<file path="src/rtl/fifo_push_ctl.sv">
// Push-side controller: 2-entry skid buffer feeding a downstream FIFO,
// with a local credit counter refilled by per-entry pop returns.
module fifo_push_ctl #(
  parameter int WIDTH       = 32,
  parameter int PTR_WIDTH   = 7,
  parameter int CREDIT_INIT = 1 << PTR_WIDTH
) (
  input  logic               clk,
  input  logic               rst_n,
  input  logic               in_valid,
  input  logic [WIDTH-1:0]   in_data,
  output logic               in_ready,
  output logic               push,
  output logic [WIDTH-1:0]   push_data,
  input  logic               pop_ret,
  output logic [PTR_WIDTH:0] credits,
  output logic [1:0]         skid_cnt,
  output logic               cred_err
);

  typedef enum logic [1:0] {
    EMPTY = 2'd0,
    ONE   = 2'd1,
    TWO   = 2'd2
  } skid_e;

  localparam logic [PTR_WIDTH:0] CRED_MAX =
    CREDIT_INIT[PTR_WIDTH:0];
  localparam logic [PTR_WIDTH+1:0] CRED_MAX_X =
    {1'b0, CRED_MAX};

  skid_e                state;
  skid_e                state_nxt;
  logic                 accept;
  logic [WIDTH-1:0]     head_q;
  logic [WIDTH-1:0]     tail_q;
  logic [PTR_WIDTH+1:0] cred_sum;
  logic                 cred_ovf;

  always_ff @(posedge clk or negedge rst_n) begin
    if (!rst_n) begin
      state <= EMPTY;
    end else begin
      state <= state_nxt;
    end
  end

  always_comb begin
    state_nxt = state;
    unique case (state)
      EMPTY: begin
        if (accept) state_nxt = ONE;
      end
      ONE: begin
        unique case (1'b1)
          accept & ~push: state_nxt = TWO;
          push & ~accept: state_nxt = EMPTY;
          default:        state_nxt = ONE;
        endcase
      end
      TWO: begin
        if (push) state_nxt = ONE;
      end
      default: state_nxt = EMPTY;
    endcase
  end

  // push depends only on flops, never on in_valid or pop_ret
  always_comb begin
    accept    = in_valid & in_ready;
    push      = (state != EMPTY) & (credits != '0);
    push_data = head_q;
    skid_cnt  = state;
  end

  always_ff @(posedge clk or negedge rst_n) begin
    if (!rst_n) begin
      head_q <= '0;
      tail_q <= '0;
    end else begin
      if (accept & ((state == EMPTY) | push)) begin
        head_q <= in_data;
      end else if (push & (state == TWO)) begin
        head_q <= tail_q;
      end
      if (accept & (state == ONE) & ~push) begin
        tail_q <= in_data;
      end
    end
  end

  always_ff @(posedge clk or negedge rst_n) begin
    if (!rst_n) begin
      in_ready <= 1'b0;
    end else begin
      in_ready <= (state_nxt != TWO);
    end
  end

  // one extra bit exposes a return beyond the initial credit pool
  always_comb begin
    cred_sum = {1'b0, credits}
             - {{(PTR_WIDTH+1){1'b0}}, push}
             + {{(PTR_WIDTH+1){1'b0}}, pop_ret};
    cred_ovf = cred_sum > CRED_MAX_X;
  end

  always_ff @(posedge clk or negedge rst_n) begin
    if (!rst_n) begin
      credits  <= CRED_MAX;
      cred_err <= 1'b0;
    end else begin
      credits <= cred_ovf ? CRED_MAX : cred_sum[PTR_WIDTH:0];
      if (cred_ovf) cred_err <= 1'b1;
    end
  end

endmodule

</file>
<file path="config.mk">
export PLATFORM = sky130hd
export DESIGN_NAME = fifo_push_ctl
export DESIGN_NICKNAME = d
export VERILOG_FILES = /design/src/rtl/fifo_push_ctl.sv
export SDC_FILE = /design/constraint.sdc
export NUM_CORES = 1
export LEC_CHECK = 0
export CORE_MARGIN = 2
export CORE_UTILIZATION = 50
export DETAILED_ROUTE_END_ITERATION = 7
export GPL_TIMING_DRIVEN = 0
export MAX_ROUTING_LAYER = met4
export PLACE_DENSITY = 0.79
export SETUP_SLACK_MARGIN = 0.5
export SLEW_MARGIN = 20
export SYNTH_ARGS = -nofsm -noshare
export SYNTH_HDL_FRONTEND = slang
export SYNTH_SLANG_ARGS = --single-unit
</file>
<file path="constraint.sdc">
create_clock -name clk -period 4.59 [get_ports clk]
set_input_delay 1.377 -clock clk [delete_from_list [all_inputs] [get_ports clk]]
set_output_delay 1.377 -clock clk [all_outputs]
set_load 0.05 [all_outputs]
</file>
==> impl_metrics.json, run 1 <==
{
  "num_vias": 2672,
  "met3_usage": 0.0369,
  "power_frac_clock": 0.133,
  "synth_area_leaders": "dfrtp_1 (51%), mux2_2 (9.8%), mux2i_1 (8.8%)",
  "fin_crit_sh": 0.851,
  "drive_above_1_share": 0.174,
  "ys_seq_area_frac": 0.520,
  "ys_ff_latch": 76,
  "fmax_mhz": 256,
  "min_path_type": "flip-flop to flip-flop",
  "portBuffers": 80,
  "antenna_cells": 0,
  "fin_cells": 506,
  "dieWidth_um": 89.5,
  "pwr-share-comb": 0.570,
  "leakage_nw": 2.28,
  "grt_max_degree": 48,
  "viasPerCell": 5.28,
  "p_total_mw": 3.78,
  "setup_ws_ns": 0.684,
  "grt_pass1_vias": 2661,
  "rsz0062_at_grt": "false",
  "root_buffer": "clkbuf_8",
  "cap_viol_max_count": 0,
  "cellPowerDensity_mw_per_mm2": 787,
  "layout.nets": 453,
  "p_seq_frac": 0.297,
  "area_growth_pct": 31.2,
  "setup_viol": 0,
  "die_h_um": 89.5,
  "use_met2": 0.332,
  "peakVddDrop_uv": 378,
  "postLayoutCoreUtil": 0.669,
  "cp-start-kind": "flip-flop",
  "grt_util_met1": 0.285,
  "syn-num-nets": 361,
  "row_count": 31,
  "yosysTopAreaCell": "dfrtp_1",
  "htree_levels": 3,
  "layout_commonest_cell": "clkdlybuf4s50_1",
  "slew_viol_final": 0,
  "async_reset_ff_frac": 1.00,
  "yosysWarnings": 0,
  "timing.setup.tns_ns": 0,
  "grt_usage": 0.214,
  "top_usage_layer": "met2",
  "ios": 81,
  "dr.pass1.iters": 4,
  "routabilityCongestion": 0.828,
  "clk_pin_slew_ns": 0.08,
  "timing.final.crit_period_ns": 3.91,
  "hold_violations": 0,
  "routedWlPerCell_um": 15.5,
  "power.internal_mw": 2.04,
  "worstMarginPinSlew_ns": 0.531,
  "dpl.hpwl_um": 5660,
  "outcome": "finished clean",
  "relSlewSlack": 0.645,
  "power_switching_share": 0.459,
  "cts.sinks": 76,
  "cts_tree": "built",
  "syn_area_mm2": 0.00366,
  "die_area_mm2": 0.00802,
  "cts_hold_buf": 0,
  "numCtsBuffers": 9,
  "grt_pass1_wl_um": 12600,
  "netlist.area_leader.share": 0.513,
  "syn_avg_cell_area_um2": 11.8,
  "drt-total-wl_um": 7860,
  "crit_arrival_ns": 4.14,
  "start_util": 0.510,
  "place_ws_ns": 0.497,
  "overflow": 0,
  "post_cts_resized": 0,
  "cts.path.max_buffers": 2,
  "antenna_found_initial": 0,
  "worst_setup_path_end_kind": "flip-flop",
  "clock_skew_ns": 0.0106,
  "cp.required_ns": 4.82,
  "switchingPower_mw": 1.73,
  "nFillCells": 546,
  "dp.cells": 491,
  "ys_types": 46,
  "drt-initial-drc-count": 106,
  "final_cell_mix": "clkdlybuf4s50_1 (79), dfrtp_1 (75), nand2_1 (35)",
  "clk_latency_ns": 0.35,
  "synth_edf_count": 0,
  "postCtsSetupBuffers": 0,
  "syn_inst": 311,
  "critPathMaxFanout": 4,
  "coreArea_mm2": 0.00718,
  "ant_nets": 0,
  "crit_type": "flip-flop to flip-flop",
  "drc": 0,
  "synthFlopType": "dfrtp_1"
}
[power by group through the flow]
| stage | logic, mW | clock network [mW] | registers, mW |
|---|---|---|---|
| 3_3_place_gp | 2.11 | 0 | 1.12 |
| 5_1_grt | 2.32 | 0.539 | 1.16 |
| 4_1_cts | 2.17 | 0.510 | 1.12 |
| 2_1_floorplan | 0.987 | 0 | 1.67 |
| 6_report | 2.15 | 0.502 | 1.12 |
| 3_5_place_dp | 2.15 | 0 | 1.13 |
[cells in the mapped netlist (2+ instances only)]
master	count
a211oi_1	4
a21oi_1	2
buf_2	3
buf_4	3
clkbuf_1	8
dfrtp_1	75
ha_1	13
inv_1	17
mux2_2	32
mux2i_1	32
nand2_1	35
nand2b_1	3
nor2_1	7
nor2b_1	4
nor3_1	4
o21ai_0	27
o21ai_1	8
o311a_1	2
o31ai_2	2
o41ai_2	2
xnor2_1	2
xor2_1	2
[logic make-up after synthesis]
| logic type | Yosys count | share of synthesized area |
|---|---|---|
| xor+xnor | 5 | 0.0140 |
| simple gates | 63 | 0.0800 |
| mux | 64 | 0.186 |
| buf+inv | 31 | 0.0359 |
| fa+ha+maj | 14 | 0.0499 |
| compound gates | 58 | 0.114 |
| flops | 76 | 0.520 |
[flip-flops by register name, indices dropped and copies added (netlist names)]
signal and cells:
skid_cnt 2, tail_q 32, credits 8, cred_err 1, in_ready 1, push_data 32
[cell type report]
type,instances,area [µm²],area share
buffer,14,67.6,0.0141
clock buffer,9,124,0.0258
clock inverter,6,65.1,0.0136
inverter,17,63.8,0.0133
multi-input combinational,204,1630,0.339
sequential,76,1900,0.396
tap,99,124,0.0258
timing repair buffer,81,826,0.172
[routing by layer]
metal / vias to the layer above / routed length [µm] / part of all wire
met5: - / 0 / 0
met4: 0 / 100 / 0.013
met3: 9 / 289 / 0.037
met2: 64 / 3880 / 0.49
met1: 1324 / 3580 / 0.46
li1: 1275 / - / -
[worst max-delay path, stage by stage (launching register included)]
cell,delay [ns]
dfrtp_1,0.40
inv_1,0.09
ha_1,0.16
nand2b_1,0.07
or3_1,0.41
o21ai_2,0.11
inv_2,0.07
ha_1,0.29
inv_1,0.06
ha_1,0.15
inv_1,0.05
fa_1,0.53
or3b_1,0.34
or4_1,0.42
o31ai_2,0.10
o2111ai_2,0.22
a211o_1,0.33
[stage by stage]
| stage | hold slack [ns] | instance area (µm²) |
|---|---|---|
| detailed placement | 0.455 | 4610 |
| floorplan | 0.480 | 3660 |
| finish | 0.473 | 4800 |
| global placement | 0.456 | 4580 |
| global route | 0.495 | 4800 |
| CTS | 0.479 | 4800 |
[path summary, 6_finish.rpt]
path	startpoint	end	slack [ns]	cells past startpoint
hold reg to reg	cred_err$_DFFE_PN0N_	cred_err$_DFFE_PN0N_	0.47	1
setup reg to reg	credits[4]$_DFF_PN0_	cred_err$_DFFE_PN0N_	0.68	16
min in group asynchronous	rst_n	push_data[8]$_DFFE_PN0P_	0.94	1
setup / recovery	credits[4]$_DFF_PN0_	cred_err$_DFFE_PN0N_	0.68	16
hold / removal	cred_err$_DFFE_PN0N_	cred_err$_DFFE_PN0N_	0.47	1
max in group asynchronous	rst_n	credits[7]$_DFF_PN1_	3.03	2
No activity file was read; power rests on OpenSTA's default activity.
==> inputs of run 2 (changes only) <==
ABC_AREA = 1   (was default)
SETUP_SLACK_MARGIN = 0.05   (was 0.5)
==> run 2 against run 1 <==
Compared with the run above: synthesized area rose by 0.89%; hold slack better by 0.012 ns; non-clock buffer count up 2; design area rose by 0.63%; clock power is 3% lower; first-iteration DRC count increased by 50%; critical path type is now flip-flop to primary output; critical endpoint is now push; highest routed layer unchanged.
==> impl_metrics.json, run 2 <==
{
  "area_growth_pct": 30.9,
  "row_count": 31,
  "slew_viol_final": 0,
  "cp_slowest_cell": "clkdlybuf4s50_1",
  "peakVddDrop_uv": 404,
  "cp-start-kind": "flip-flop",
  "grt_pass1_vias": 2967,
  "syn_inst": 398,
  "routabilityCongestion": 0.890,
  "clock_skew_ns": 0.00888,
  "drc": 0,
  "htree_levels": 3,
  "crit_arrival_ns": 2.31,
  "critPathMaxFanout": 5,
  "cap_viol_max_count": 0,
  "pwr-share-comb": 0.582,
  "synth_edf_count": 0,
  "cts.sinks": 76,
  "synthFlopType": "dfrtp_1",
  "dieWidth_um": 89.9,
  "die_h_um": 89.9,
  "drt-total-wl_um": 8310,
  "grt_usage": 0.220,
  "clk_latency_ns": 0.34,
  "die_area_mm2": 0.00809,
  "power_frac_clock": 0.124,
  "synth_commonest_cells": "nand2_1 (101), dfrtp_1 (75), nand3_1 (63), inv_1 (41), nor2_1 (17)",
  "num_vias": 3036,
  "netlist.area_leader.share": 0.508,
  "setup_ws_ns": 0.903,
  "crit_chain": "inv_1 > ha_1 > nand2_2 > nor2_4 > nor2_1 > clkdlybuf4s50_1",
  "setup_viol": 0,
  "leakage_nw": 2.36,
  "place_ws_ns": 1.00,
  "root_buffer": "clkbuf_8",
  "ys_ff_latch": 76,
  "antenna_cells": 0,
  "worst_setup_path_end_kind": "primary output",
  "drt-initial-drc-count": 159,
  "routedWlPerCell_um": 14.0,
  "coreArea_mm2": 0.00721,
  "power.internal_mw": 2.03,
  "hold_violations": 0,
  "overflow": 0,
  "viasPerCell": 5.12,
  "grt_max_degree": 60,
  "cellPowerDensity_mw_per_mm2": 814,
  "layout_commonest_cell": "nand2_1",
  "numCtsBuffers": 9,
  "rr_startpoint": "credits[7]$_DFF_PN1_",
  "fmax_mhz": 271,
  "cts_hold_buf": 0,
  "worstMarginPinSlew_ns": 0.532,
  "cts.path.max_buffers": 2,
  "switchingPower_mw": 1.90,
  "p_seq_frac": 0.294,
  "portBuffers": 80,
  "outcome": "finished clean",
  "timing.final.crit_period_ns": 3.69,
  "hp-start": "cred_err$_DFFE_PN0N_",
  "final_cell_mix": "nand2_1 (101), clkdlybuf4s50_1 (79), dfrtp_1 (75)",
  "synth_most_common_cell": "nand2_1",
  "cp_slowest_stage_delay_ns": 0.84,
  "crit_start": "credits[7]$_DFF_PN1_",
  "relSlewSlack": 0.644,
  "ant_nets": 0,
  "antenna_found_initial": 0,
  "dpl.hpwl_um": 6120,
  "syn_area_mm2": 0.00369,
  "fin_crit_sh": 0.803,
  "syn_avg_cell_area_um2": 9.27,
  "ff2ff_setup_slack_ns": 1.41,
  "cp.required_ns": 3.21,
  "start_util": 0.512,
  "ys_seq_area_frac": 0.516,
  "crit_type": "flip-flop to primary output",
  "async_reset_ff_frac": 1.00,
  "post_cts_resized": 0,
  "min_path_type": "flip-flop to flip-flop",
  "grt_pass1_wl_um": 14000,
  "ios": 81,
  "clk_pin_slew_ns": 0.08,
  "dr.pass1.iters": 4,
  "drive_above_1_share": 0.128,
  "yosysWarnings": 0,
  "cts_tree": "built",
  "timing.setup.tns_ns": 0,
  "postCtsSetupBuffers": 0,
  "synth_area_leaders": "dfrtp_1 (51%), nand2_1 (10%), nand3_1 (8.5%)",
  "syn-num-nets": 448,
  "layout.nets": 540,
  "ys_types": 29,
  "yosysTopAreaCell": "dfrtp_1",
  "power_switching_share": 0.484,
  "rsz0062_at_grt": "false",
  "p_total_mw": 3.93
}
-- run 2: changes by cell type in the layout (fill, tap and decap cells not counted), sizes merged, moves of 21 or more --
cell / previous run / this run
o21ai: 35 / 14
nand2: 35 / 102
nand3: 1 / 64
inv: 18 / 46
mux2i: 32 / 0
-- run 2: power groups by stage --
stage | sequential (mW) | combinational (mW) | clock, mW
5_1_grt | 1.19 | 2.49 | 0.534
6_report | 1.16 | 2.29 | 0.488
4_1_cts | 1.15 | 2.30 | 0.502
3_3_place_gp | 1.15 | 2.24 | 0
2_1_floorplan | 1.74 | 1.02 | 0
3_5_place_dp | 1.16 | 2.29 | 0
-- run 2: kinds of logic (layout without fill, tap and decap cells) --
kind of cell	count (synthesis)	in the layout	synth area share
mux	19	19	0.0722
simple gates	196	196	0.238
compound gates	31	31	0.0525
flops	76	76	0.516
buf+inv	62	158	0.0719
fa+ha+maj	14	14	0.0495
-- run 2: layout make-up --
type	count	area [µm²]
fill	585	2380
sequential	76	1900
multi-input combinational	260	1520
timing repair buffer	81	826
inverter	46	173
clock buffer	9	124
tap	99	124
buffer	16	92.6
clock inverter	6	66.3
-- run 2: metrics by stage --
step           hold WS, ns  utilization  cell area, µm²  instances
2_1_floorplan        0.454            -            3690        398
6_report             0.485        0.670            4830        593
5_1_grt              0.493        0.670            4830        593
3_3_place_gp         0.463        0.640            4620        577
4_1_cts              0.483        0.670            4830        593
3_5_place_dp         0.460        0.643            4640        578
-- run 2: final timing paths --
path	endpoint	cells past startpoint
hold / removal	cred_err$_DFFE_PN0N_	1
setup / recovery	push	6
setup reg to reg	credits[0]$_DFF_PN0_	21
min in group asynchronous	push_data[7]$_DFFE_PN0P_	1
max in group asynchronous	credits[7]$_DFF_PN1_	2
hold reg to reg	cred_err$_DFFE_PN0N_	1
-- run 2: metal layers --
layer / GRT usage / wire length [µm]
met4: 0.0808 / 129
met5: - / 0
met3: 0.0360 / 335
met2: 0.346 / 3930
met1: 0.293 / 3910
-- run 2: worst max-delay path: cells and delay by family, from the launching register on --
family,cells,cell delay [ns]
and+or+nand+nor,3,0.31
DFF,1,0.55
adders and majority gates,1,0.21
buffers and inverters,2,0.90
==> inputs of run 3 (changes only) <==
clock period = 3.6 ns   (was 4.59 ns; I/O delays follow)
==> run 3 against run 2 <==
Compared with the run above: register-to-register slack worse by 0.92 ns; sequential power is 28% higher; via count is 0.13% lower; sequential cell count stayed put; first-iteration DRC count is 14% lower; clock power is 66% higher; total power is 32% higher; hold slack worse by 0.0096 ns; highest routed layer unchanged.
==> impl_metrics.json, run 3 (synthesis gave the netlist of run 2 again) <==
{
  "die_h_um": 89.9,
  "grt_max_degree": 58,
  "use_met2": 0.359,
  "coreArea_mm2": 0.00721,
  "rr_startpoint": "credits[7]$_DFF_PN1_",
  "top_usage_layer": "met2",
  "cts.path.max_buffers": 2,
  "cts_tree": "built",
  "crit_type": "flip-flop to primary output",
  "overflow": 0,
  "rsz0062_at_grt": "false",
  "routedWlPerCell_um": 14.3,
  "area_growth_pct": 32.5,
  "clock_skew_ns": 0.0122,
  "portBuffers": 80,
  "worst_setup_path_end_kind": "primary output",
  "htree_levels": 3,
  "dieWidth_um": 89.9,
  "cp-start-kind": "flip-flop",
  "cap_viol_max_count": 0,
  "row_count": 31,
  "holdWs_ns": 0.475,
  "drive_above_1_share": 0.129,
  "post_cts_resized": 0,
  "crit_start": "credits[7]$_DFF_PN1_",
  "fin_cells": 594,
  "dr.pass1.iters": 4,
  "viasPerCell": 5.10,
  "dp.cells": 578,
  "num_vias": 3032,
  "layout_commonest_cell": "nand2_1",
  "routabilityCongestion": 0.897,
  "cellPowerDensity_mw_per_mm2": 1060,
  "drt-initial-drc-count": 137,
  "slew_viol_final": 0,
  "grt_usage": 0.224,
  "met3_usage": 0.0369,
  "p_total_mw": 5.20,
  "grt_pass1_vias": 3012,
  "final_cell_mix": "nand2_1 (101), clkdlybuf4s50_1 (79), dfrtp_1 (75)",
  "grt_util_met1": 0.298,
  "setup_viol": 0,
  "dpl.hpwl_um": 6140,
  "crit_arrival_ns": 2.26,
  "start_util": 0.512,
  "fmax_mhz": 299,
  "layout.nets": 540,
  "antenna_found_initial": 0,
  "hp-start": "cred_err$_DFFE_PN0N_",
  "ios": 81,
  "relSlewSlack": 0.645,
  "die_area_mm2": 0.00809,
  "grt_pass1_wl_um": 14300,
  "numCtsBuffers": 9,
  "leakage_nw": 2.39,
  "cts.sinks": 76,
  "ant_nets": 0,
  "critPathMaxFanout": 5,
  "clk_latency_ns": 0.34,
  "peakVddDrop_uv": 505,
  "outcome": "finished clean",
  "root_buffer": "clkbuf_8",
  "drc": 0,
  "cp.required_ns": 2.52,
  "postCtsSetupBuffers": 0,
  "cts_hold_buf": 0,
  "drt-total-wl_um": 8510,
  "clk_pin_slew_ns": 0.08,
  "timing.final.crit_period_ns": 3.34,
  "hold_violations": 0,
  "antenna_cells": 0,
  "worstMarginPinSlew_ns": 0.532,
  "min_path_type": "flip-flop to flip-flop",
  "timing.setup.tns_ns": 0,
  "fin_crit_sh": 0.929
}
-- run 3: changes by cell type in the layout (fill, tap and decap cells not counted) --
cell,change
clkbuf_8,+1
nor2_1,-1
nor2_2,+1
bufinv_16,+2
clkbuf_1,+1
clkinv_4,-2
clkinv_2,-2
inv_6,+1
-- run 3: per-layer routing --
layer | part of all wire | routed length (µm)
met1 | 0.46 | 3950
met2 | 0.49 | 4150
met3 | 0.039 | 332
met4 | 0.0095 | 81
met5 | 0 | 0
-- run 3: path summary, 6_finish.rpt --
kind                            cells after the start                        to  slack (ns)
worst min-delay path                                1      cred_err$_DFFE_PN0N_        0.48
max in group asynchronous                           2      credits[7]$_DFF_PN1_        2.37
min in group asynchronous                           1  push_data[7]$_DFFE_PN0P_        0.61
worst max register to register                     21      credits[0]$_DFF_PN0_        0.49
worst min register to register                      1      cred_err$_DFFE_PN0N_        0.48
worst max-delay path                                6                      push        0.26
-- run 3: power by group --
part,internal (mW),switching (mW)
Sequential,1.24,0.237
Clock,0.484,0.325
Combinational,1.03,1.89
-- run 3: worst max-delay path, stage by stage, from the launching register on --
cell	delay, ns
dfstp_2	0.55
inv_1	0.07
ha_1	0.21
nand2_2	0.09
nor2_4	0.06
nor2_2	0.12
clkdlybuf4s50_1	0.82
-- run 3: final cells by class --
class | instances | area [µm²]
well taps | 99 | 124
flip-flops and latches | 76 | 1900
fillers | 582 | 2320
plain buffers | 16 | 92.6
multi-input cells | 260 | 1530
clock inverters | 5 | 108
inverters | 46 | 173
repair buffers | 81 | 826
clock buffers | 11 | 141
-- run 3: per-stage QoR --
stage / utilization / setup slack (ns) / instance area (µm²)
final: 0.678 / 0.256 / 4890
after global routing: 0.678 / 0.131 / 4890
after CTS: 0.678 / 0.236 / 4890
after detailed placement: 0.644 / 0.317 / 4640
after global placement: 0.640 / -1.18 / 4620
after floorplan: - / 0.211 / 3690
